**src/rtl/snake_move_ctrl_if.sv**
```systemverilog
// Bundle of signals between the keyboard/game side and snake_move_ctrl.
//   key_valid/key_code : one-cycle scan-code strobe from the PS2 receiver
//   frame_tick         : one-cycle pulse per video frame
//   init, pause        : level controls from the game FSM
//   step, dir, pending : movement command back to the snake datapath
// master drives keys/controls and observes the command; slave is the controller.
interface snake_move_ctrl_if;
  logic       key_valid;
  logic [7:0] key_code;
  logic       frame_tick;
  logic       init;
  logic       pause;
  logic       step;
  logic [1:0] dir;
  logic [1:0] pending;

  modport master (
    output key_valid, key_code, frame_tick, init, pause,
    input  step, dir, pending
  );

  modport slave (
    input  key_valid, key_code, frame_tick, init, pause,
    output step, dir, pending
  );
endinterface

```
**src/rtl/snake_move_ctrl.sv**
```systemverilog
// snake_move_ctrl: turns arrow-key scan codes and frame ticks into timed
// snake movement commands.
//   clk  : system clock, rising edge
//   rst  : synchronous active-high reset
//   bus  : snake_move_ctrl_if.slave (keys, frame_tick, init, pause in;
//          step pulse, registered heading dir, buffered turn count pending out)
// Turns are buffered in a 2-entry FIFO; a turn is rejected if it repeats or
// reverses the most recent heading (the queued tail, or dir when empty).
// Every FRAMES_PER_STEP unpaused frame ticks a step fires and pops one turn.
module snake_move_ctrl #(
  parameter int FRAMES_PER_STEP = 6
) (
  input  logic                clk,
  input  logic                rst,
  snake_move_ctrl_if.slave    bus
);

  localparam logic [5:0] FCNT_LAST = 6'(FRAMES_PER_STEP - 1);

  logic [5:0] fcnt_q, fcnt_d;
  logic       step_q, step_d;
  logic [1:0] dir_q, dir_d;
  logic [1:0] cnt_q, cnt_d;
  logic [1:0] slot0_q, slot0_d;   // FIFO head
  logic [1:0] slot1_q, slot1_d;   // second entry, valid when cnt_q == 2

  logic       key_ok;
  logic [1:0] key_dir;
  logic       fire;
  logic       pop;
  logic [1:0] cnt_after_pop;
  logic [1:0] ref_dir;
  logic       accept;

  always_comb begin
    key_ok  = 1'b1;
    key_dir = 2'b00;
    unique case (bus.key_code)
      8'h74:   key_dir = 2'b00;
      8'h6B:   key_dir = 2'b01;
      8'h72:   key_dir = 2'b10;
      8'h75:   key_dir = 2'b11;
      default: key_ok  = 1'b0;
    endcase
  end

  always_comb begin
    fire          = bus.frame_tick && !bus.pause && !bus.init && (fcnt_q == FCNT_LAST);
    pop           = fire && (cnt_q != 2'd0);
    cnt_after_pop = cnt_q - {1'b0, pop};

    // The tail is unchanged by a pop unless the FIFO empties, in which case the
    // popped head is the tail anyway, so the pre-pop tail covers both cases.
    if (cnt_q == 2'd2)      ref_dir = slot1_q;
    else if (cnt_q == 2'd1) ref_dir = slot0_q;
    else                    ref_dir = dir_q;

    // Same or opposite heading differs only in bit 0, so bit 1 must change.
    accept = bus.key_valid && key_ok && !bus.init
             && (key_dir != ref_dir)
             && (key_dir != (ref_dir ^ 2'b01))
             && (cnt_after_pop != 2'd2);

    fcnt_d  = fcnt_q;
    step_d  = fire;
    dir_d   = dir_q;
    slot0_d = slot0_q;
    slot1_d = slot1_q;
    cnt_d   = cnt_after_pop;

    if (bus.frame_tick && !bus.pause) begin
      fcnt_d = (fcnt_q == FCNT_LAST) ? 6'd0 : fcnt_q + 6'd1;
    end

    if (pop) begin
      dir_d   = slot0_q;
      slot0_d = slot1_q;
    end

    if (accept) begin
      if (cnt_after_pop == 2'd0) slot0_d = key_dir;
      else                       slot1_d = key_dir;
      cnt_d = cnt_after_pop + 2'd1;
    end

    if (bus.init) begin
      fcnt_d  = 6'd0;
      step_d  = 1'b0;
      dir_d   = 2'b00;
      cnt_d   = 2'd0;
      slot0_d = 2'b00;
      slot1_d = 2'b00;
    end
  end

  always_ff @(posedge clk) begin
    if (rst) begin
      fcnt_q  <= 6'd0;
      step_q  <= 1'b0;
      dir_q   <= 2'b00;
      cnt_q   <= 2'd0;
      slot0_q <= 2'b00;
      slot1_q <= 2'b00;
    end else begin
      fcnt_q  <= fcnt_d;
      step_q  <= step_d;
      dir_q   <= dir_d;
      cnt_q   <= cnt_d;
      slot0_q <= slot0_d;
      slot1_q <= slot1_d;
    end
  end

  assign bus.step    = step_q;
  assign bus.dir     = dir_q;
  assign bus.pending = cnt_q;

endmodule
```
**src/flat_wrapper.sv**
```systemverilog
// flat-port wrapper written by rule: the top's interface ports become plain ports
module snake_move_ctrl_flat 
#(
  parameter int FRAMES_PER_STEP = 6
)
  (clk, rst, bus_key_valid, bus_key_code, bus_frame_tick, bus_init, bus_pause, bus_step, bus_dir, bus_pending);
  snake_move_ctrl_if bus_i ();
  input  logic clk;
  input  logic rst;
  input wire logic [$bits(bus_i.key_valid)-1:0] bus_key_valid;
  input wire logic [$bits(bus_i.key_code)-1:0] bus_key_code;
  input wire logic [$bits(bus_i.frame_tick)-1:0] bus_frame_tick;
  input wire logic [$bits(bus_i.init)-1:0] bus_init;
  input wire logic [$bits(bus_i.pause)-1:0] bus_pause;
  output wire logic [$bits(bus_i.step)-1:0] bus_step;
  output wire logic [$bits(bus_i.dir)-1:0] bus_dir;
  output wire logic [$bits(bus_i.pending)-1:0] bus_pending;
  assign bus_i.key_valid = bus_key_valid;
  assign bus_i.key_code = bus_key_code;
  assign bus_i.frame_tick = bus_frame_tick;
  assign bus_i.init = bus_init;
  assign bus_i.pause = bus_pause;
  assign bus_step = bus_i.step;
  assign bus_dir = bus_i.dir;
  assign bus_pending = bus_i.pending;
  snake_move_ctrl #(.FRAMES_PER_STEP(FRAMES_PER_STEP)) u_core (.clk(clk), .rst(rst), .bus(bus_i));
endmodule
```
**config.mk**
```make
export PLATFORM = sky130hd
export DESIGN_NAME = snake_move_ctrl_flat
export DESIGN_NICKNAME = d
export VERILOG_FILES = /design/src/rtl/snake_move_ctrl_if.sv /design/src/rtl/snake_move_ctrl.sv /design/src/flat_wrapper.sv
export SDC_FILE = /design/constraint.sdc
export NUM_CORES = 1
export LEC_CHECK = 0
export ABC_CLOCK_PERIOD_IN_PS = 2100
export CAP_MARGIN = 20
export CORE_MARGIN = 1
export CORE_UTILIZATION = 35
export DETAILED_ROUTE_END_ITERATION = 10
export DONT_BUFFER_PORTS = 1
export GPL_ROUTABILITY_DRIVEN = 0
export PLACE_DENSITY = 0.48
export SKIP_CTS_REPAIR_TIMING = 1
export SYNTH_ARGS = -nofsm -noshare
export SYNTH_HDL_FRONTEND = slang
export SYNTH_SLANG_ARGS = --single-unit
```
**constraint.sdc**
```tcl
create_clock -name clk -period 2.1 [get_ports clk]
set_input_delay 0 -clock clk [delete_from_list [all_inputs] [get_ports clk]]
set_output_delay 0 -clock clk [all_outputs]
set_load 0.02 [all_outputs]
```
==> out/results.ini, run 1 <==
[global_routing]
grt.total_usage = 0.144
grt_pass1_vias = 798
grt_start_max_net_pins = 9
use_met3 = 0.0140
grt_use_met2 = 0.263
use_met1 = 0.164
grt_pass1_wl_um = 3420
antenna_found_initial = 0
gr-total-overflow = 0
top_usage_layer = met2

[clocking]
clockBufferDepth = 2
insertion_delay_ns = 0.28
clkTransAtPathRegs_ns = 0.09
clock-root-buffer = clkbuf_4
h-tree-depth = 1
cts_tree = built
cts_buffers = 3
cts_sinks = 15

[synth]
synthTopCellsByArea = dfxtp_1 (30%), mux2i_1 (7.0%), ha_1 (6.2%), nor2_1 (5.6%), xor2_1 (4.3%)
synthFlopType = dfxtp_1
synth_top_area_share = 0.298
syn_area_sq_um = 1010
synth_warnings = 0
synth_compound_area_frac = 0.133
synth-edff-count = 0
yosys.area_share.simple = 0.328
synth.yosys.seq_area_share = 0.298
ys_types = 43
synth_fa_ha_area_frac = 0.0621
muxShareOfSynthArea = 0.0919
yosys.area.top_type = dfxtp_1
synth_xor_area_frac = 0.0609
ys_seq_elements = 15
synth_top_family_by_area = simple AND/OR/NAND/NOR gates
avgSynthCellArea_sq_um = 9.16
syn_inst = 110
async_reset_ff_frac = 0
synth_fp_nets = 129
netlist_top_cells_count = dfxtp_1 (15), nor2_1 (15), nand2_1 (10)

[critical_path]
worstPathCellList = inv_2 > ha_4 > nor4b_4 > nor4b_4 > ha_2 > xnor2_2 > inv_2 > ha_4 > nor2_4 > and2_4 > a31oi_1 > a211oi_1
cp_slowest_cell = dfxtp_2
crit_path_max_fanout = 3
arrival_ns = 2.40
critical_path_class = reg2reg
critPathLaunchType = register
critPathMaxStageDelay_ns = 0.33
ff2ff_setup_slack_ns = -0.09
worst_setup_path_end_kind = register
cp.required_ns = 2.30

[power]
power_frac_comb = 0.101
seqPwrFrac = 0.568
internal_power_mw = 0.386
peakVddDrop_uv = 237
power_frac_clock = 0.331
p_leak_nw = 0.478
pwr_density_cell_nw_per_um2 = 408
p_switching_mw = 0.120
switching_share = 0.237

[job]
drv_cap = 0

[floorplan]
dieArea_sq_um = 3100
io_pins = 19
dieHeight_um = 55.6
fp.dieW_um = 55.6
rows = 19
coreArea_sq_um = 2730
initial_utilization = 0.368

[cells_and_area]
fin_area_sq_um = 1240
drive_gt1_frac = 0.307
num_antenna_cells = 0
final_util = 0.454
area_delta_synth_final_pct = 23.1
layout.nets = 147

[sta]
relSlewSlack = 0.684
worstMarginPinSlew_ns = 0.472
finalMaxSlewViolations = 0
finClkSkew_ns = 0.00236
holdWs_ns = -0.0106
tns_ns = -0.132
fin_crit_ns = 2.19
clock.fmax_mhz = 456
setup_violations = 3
worst_slack_ns = -0.0918
timing.final.crit_share = 1.04
hold_violations = 2
rsz0062_at_grt = yes

[status]
violations = negative hold slack, negative setup slack
outcome = finished, violations left

[detailed_routing]
dr.pass1.iters = 4
ant_nets = 0
vias = 815
route.final.wire_length_um = 2050
vias_per_cell = 5.16
dr.first_iter.drc_count = 10
drt-wirelength-per-cell_um = 13.0
drc = 0

[place]
io_buffer_count = 0
dp.final_hpwl_um = 1710
dp_slack_ns = -0.0571
placed_area_sq_um = 1160

[min_path]
worstHoldPathType = in2reg

-- area by class of cell --
class                           instances  area, sq um
Sequential cell                        15          303
Clock buffer                            4         26.3
Fill cell                             276         1490
Timing Repair Buffer                   15          118
Inverter                                5         18.8
Multi-Input combinational cell         88          736
Tap cell                               31         38.8
-- registers in the layout, summed over array words and instances (netlist names) --
name and cells:
u_core.fcnt_q 6, u_core.bus.dir 2, u_core.bus.pending 2, u_core.slot0_q 2, u_core.slot1_q 2, u_core.bus.step 1
-- power groups by stage --
stage	clock network, mW	registers [mW]	logic (mW)
2_1_floorplan	0	0.294	0.0351
3_3_place_gp	0	0.293	0.0441
3_5_place_dp	0	0.293	0.0448
4_1_cts	0.170	0.287	0.0448
5_1_grt	0.189	0.287	0.0563
6_report	0.167	0.287	0.0511
-- path summary, 6_finish.rpt --
check | depth (start not counted) | end | startpoint
worst max register to register | 12 | u_core.slot0_q[1]$_SDFF_PP0_ | u_core.fcnt_q[1]$_SDFFE_PP0N_
worst min register to register | 2 | u_core.slot1_q[0]$_SDFFE_PP0P_ | u_core.slot1_q[0]$_SDFFE_PP0P_
worst min-delay path | 3 | u_core.bus.pending[1]$_SDFF_PP0_ | rst
worst max-delay path | 12 | u_core.slot0_q[1]$_SDFF_PP0_ | u_core.fcnt_q[1]$_SDFFE_PP0N_
-- layout by cell type (no fill, tap or decap), drive strengths merged, types with 3 or more instances in the layout --
cell type   n
nor2       16
o21ai       4
dfxtp      15
or3b        3
buf        13
ha          5
nand3b      3
inv         5
a211oi      3
xor2        5
nand2      10
clkbuf      4
nand4       3
mux2i       7
-- logic make-up (layout without fill, tap and decap cells) --
group,after synthesis,count (layout)
compound gates,14,14
mux,9,9
simple gates,53,53
fa+ha+maj,5,5
buf+inv,7,24
xor+xnor,7,7
flops,15,15
-- layer usage --
metal / vias to the layer above / part of all wire
li1: 424 / -
met1: 378 / 0.43
met2: 11 / 0.54
met3: 2 / 0.019
met4: 0 / 0.010
met5: - / 0
-- per-stage QoR --
step | power [mW] | cells
after floorplan | 0.329 | 110
after global placement | 0.337 | 150
after detailed placement | 0.338 | 150
after CTS | 0.502 | 154
after global routing | 0.533 | 158
final | 0.506 | 158
-- worst max-delay path, delay by kind of cell (launching register included) --
family / cells / cell delay (ns)
flops: 1 / 0.33
simple gates: 4 / 0.71
xor+xnor: 1 / 0.13
buf+inv: 2 / 0.12
compound gates: 2 / 0.29
fa+ha+maj: 3 / 0.51
(Power assumes the default switching activity.)
==> run 2, diff against run 1 <==
Settings changed: ABC_CLOCK_PERIOD_IN_PS 2100 to 2600, PLACE_DENSITY 0.48 to 0.46.
Clock period 2.1 ns to 2.6 ns, I/O delays scaled along.
==> run 2 against run 1 <==
- the run ends with negative hold slack left
- via count shrank 2.7%
- first-iteration DRC count shrank 40%
- non-clock buffer count shrank 8
- flip-flop and latch count is the same
- sequential share of layout area grew 2.0 points
==> out/results.ini, run 2 (synthesized netlist as in run 1, its figures left out) <==
[status]
outcome = finished, violations left
violations = negative hold slack

[global_routing]
antenna_found_initial = 0  ; unchanged
grt_pass1_vias = 772  ; -3.3%
grt_start_max_net_pins = 9  ; unchanged
grt_pass1_wl_um = 3400  ; -0.61%
grt.total_usage = 0.139  ; -0.00478
gr-total-overflow = 0  ; unchanged

[cells_and_area]
area_delta_synth_final_pct = 13.0
largest_reg_flops = 6  ; unchanged
layout.nets = 139  ; -5.4%
final_util = 0.416  ; -0.0371
num_antenna_cells = 0  ; unchanged
regMostFlops = u_core.fcnt_q
layout_common_cells = nor2_1 (15), dfxtp_1 (15), nand2_1 (10)
drive_gt1_frac = 0.176  ; -0.131
fillers = 288  ; +4.3%

[detailed_routing]
ant_nets = 0  ; unchanged
route.final.wire_length_um = 1990  ; -2.8%
dr.pass1.iters = 4  ; unchanged
drt-wirelength-per-cell_um = 13.3  ; +2.4%
vias_per_cell = 5.29  ; +2.5%
vias = 793  ; -2.7%
dr.first_iter.drc_count = 6  ; -4
drc = 0  ; unchanged

[critical_path]
critPathLaunchType = register
cpLargestDelayFamily = simple AND/OR/NAND/NOR gates
critPathMostFrequentCell = ha_1
cp.buffers_inverters = 2  ; unchanged
worst_setup_path_end_kind = register
arrival_ns = 2.59  ; +0.19 ns
cp_slowest_cell = dfxtp_1
critPathMaxStageDelay_ns = 0.35  ; +0.02 ns
critical_path_class = reg2reg
worstPathCellList = inv_1 > ha_1 > nor4b_4 > nor4b_4 > ha_1 > xnor2_2 > inv_1 > ha_1 > nor2_4 > and2_1 > a31oi_1 > a211oi_1
crit_path_max_fanout = 5  ; +2
cp.required_ns = 2.80  ; +0.50 ns

[clocking]
clkTransAtPathRegs_ns = 0.09  ; about the same
cts_buffers = 3  ; unchanged
cts_sinks = 15  ; unchanged
clock-root-buffer = clkbuf_4
cts_tree = built
h-tree-depth = 1  ; unchanged
clockBufferDepth = 2  ; unchanged
insertion_delay_ns = 0.28  ; about the same

[floorplan]
initial_utilization = 0.368  ; unchanged
io_pins = 19  ; unchanged
rows = 19  ; unchanged
coreArea_sq_um = 2730  ; unchanged
dieArea_sq_um = 3100  ; unchanged
dieHeight_um = 55.6  ; unchanged
fp.dieW_um = 55.6  ; unchanged

[power]
peakVddDrop_uv = 214  ; -9.9%
pwr_density_cell_nw_per_um2 = 353  ; -14%
p_leak_nw = 0.436  ; -8.8%

[place]
dp.final_hpwl_um = 1590  ; -6.7%
io_buffer_count = 0  ; unchanged

[sta]
finClkSkew_ns = 0.00315  ; +0.000788 ns
worstMarginPinSlew_ns = 0.529  ; +0.0568 ns
fin_crit_ns = 2.39  ; +0.200 ns
relSlewSlack = 0.646  ; -0.0374
holdWs_ns = -0.0111  ; -0.000474 ns
tns_ns = 0  ; +0.132 ns
timing.final.crit_share = 0.920  ; -0.124
clock.fmax_mhz = 418  ; -8.4%
setup_violations = 0  ; -3
finalMaxSlewViolations = 0  ; unchanged
hold_violations = 4  ; +2

[min_path]
worstHoldPathType = in2reg

[job]
drv_cap = 0  ; unchanged

-- run 2: cell type report --
class | instances | area (sq um) | share of cell area
well taps | 31 | 38.8 | 0.0341
multi-input cells | 88 | 697 | 0.612
repair buffers | 7 | 57.6 | 0.0505
inverters | 5 | 18.8 | 0.0165
flip-flops and latches | 15 | 300 | 0.264
clock buffers | 4 | 26.3 | 0.0231
-- run 2: per-stage QoR --
stage	cell area (sq um)	worst slack [ns]	total power, mW	instances
after floorplan	1010	0.308	0.263	110
after global placement	1080	0.215	0.269	144
after detailed placement	1080	0.169	0.269	144
after CTS	1100	0.134	0.406	148
after global routing	1140	-0.00594	0.421	150
final	1140	0.208	0.402	150
-- run 2: path summary, 6_finish.rpt --
kind                                  start                              to  slack (ns)  cells past startpoint
min reg2reg  u_core.slot1_q[0]$_SDFFE_PP0P_  u_core.slot1_q[0]$_SDFFE_PP0P_        0.46                      2
max           u_core.fcnt_q[1]$_SDFFE_PP0N_    u_core.slot0_q[1]$_SDFF_PP0_        0.21                     12
max reg2reg   u_core.fcnt_q[1]$_SDFFE_PP0N_    u_core.slot0_q[1]$_SDFF_PP0_        0.21                     12
min                                     rst    u_core.slot0_q[0]$_SDFF_PP0_       -0.01                      3
-- run 2: report_power, final --
group / internal [mW] / total [mW] / switching [mW]
Sequential: 0.231 / 0.232 / 0.000925
Combinational: 0.0164 / 0.0343 / 0.0178
Clock: 0.0594 / 0.136 / 0.0762
Total: 0.307 / 0.402 / 0.0950
-- run 2: routing by layer --
layer / routed length, um / vias to the layer above / track usage / share of wire
li1: - / 407 / - / -
met1: 871 / 374 / 0.165 / 0.44
met2: 1060 / 10 / 0.251 / 0.53
met3: 39 / 2 / 0.0186 / 0.020
met4: 21 / 0 / 0.0571 / 0.011
met5: 0 / - / 0 / 0
-- run 2: worst register-to-register path: cells and delay by family, from the launching register on --
kind            cells  cell delay [ns]
compound gates      2             0.32
buf+inv             2             0.15
fa+ha+maj           3             0.59
flops               1             0.35
xor+xnor            1             0.16
simple gates        4             0.76
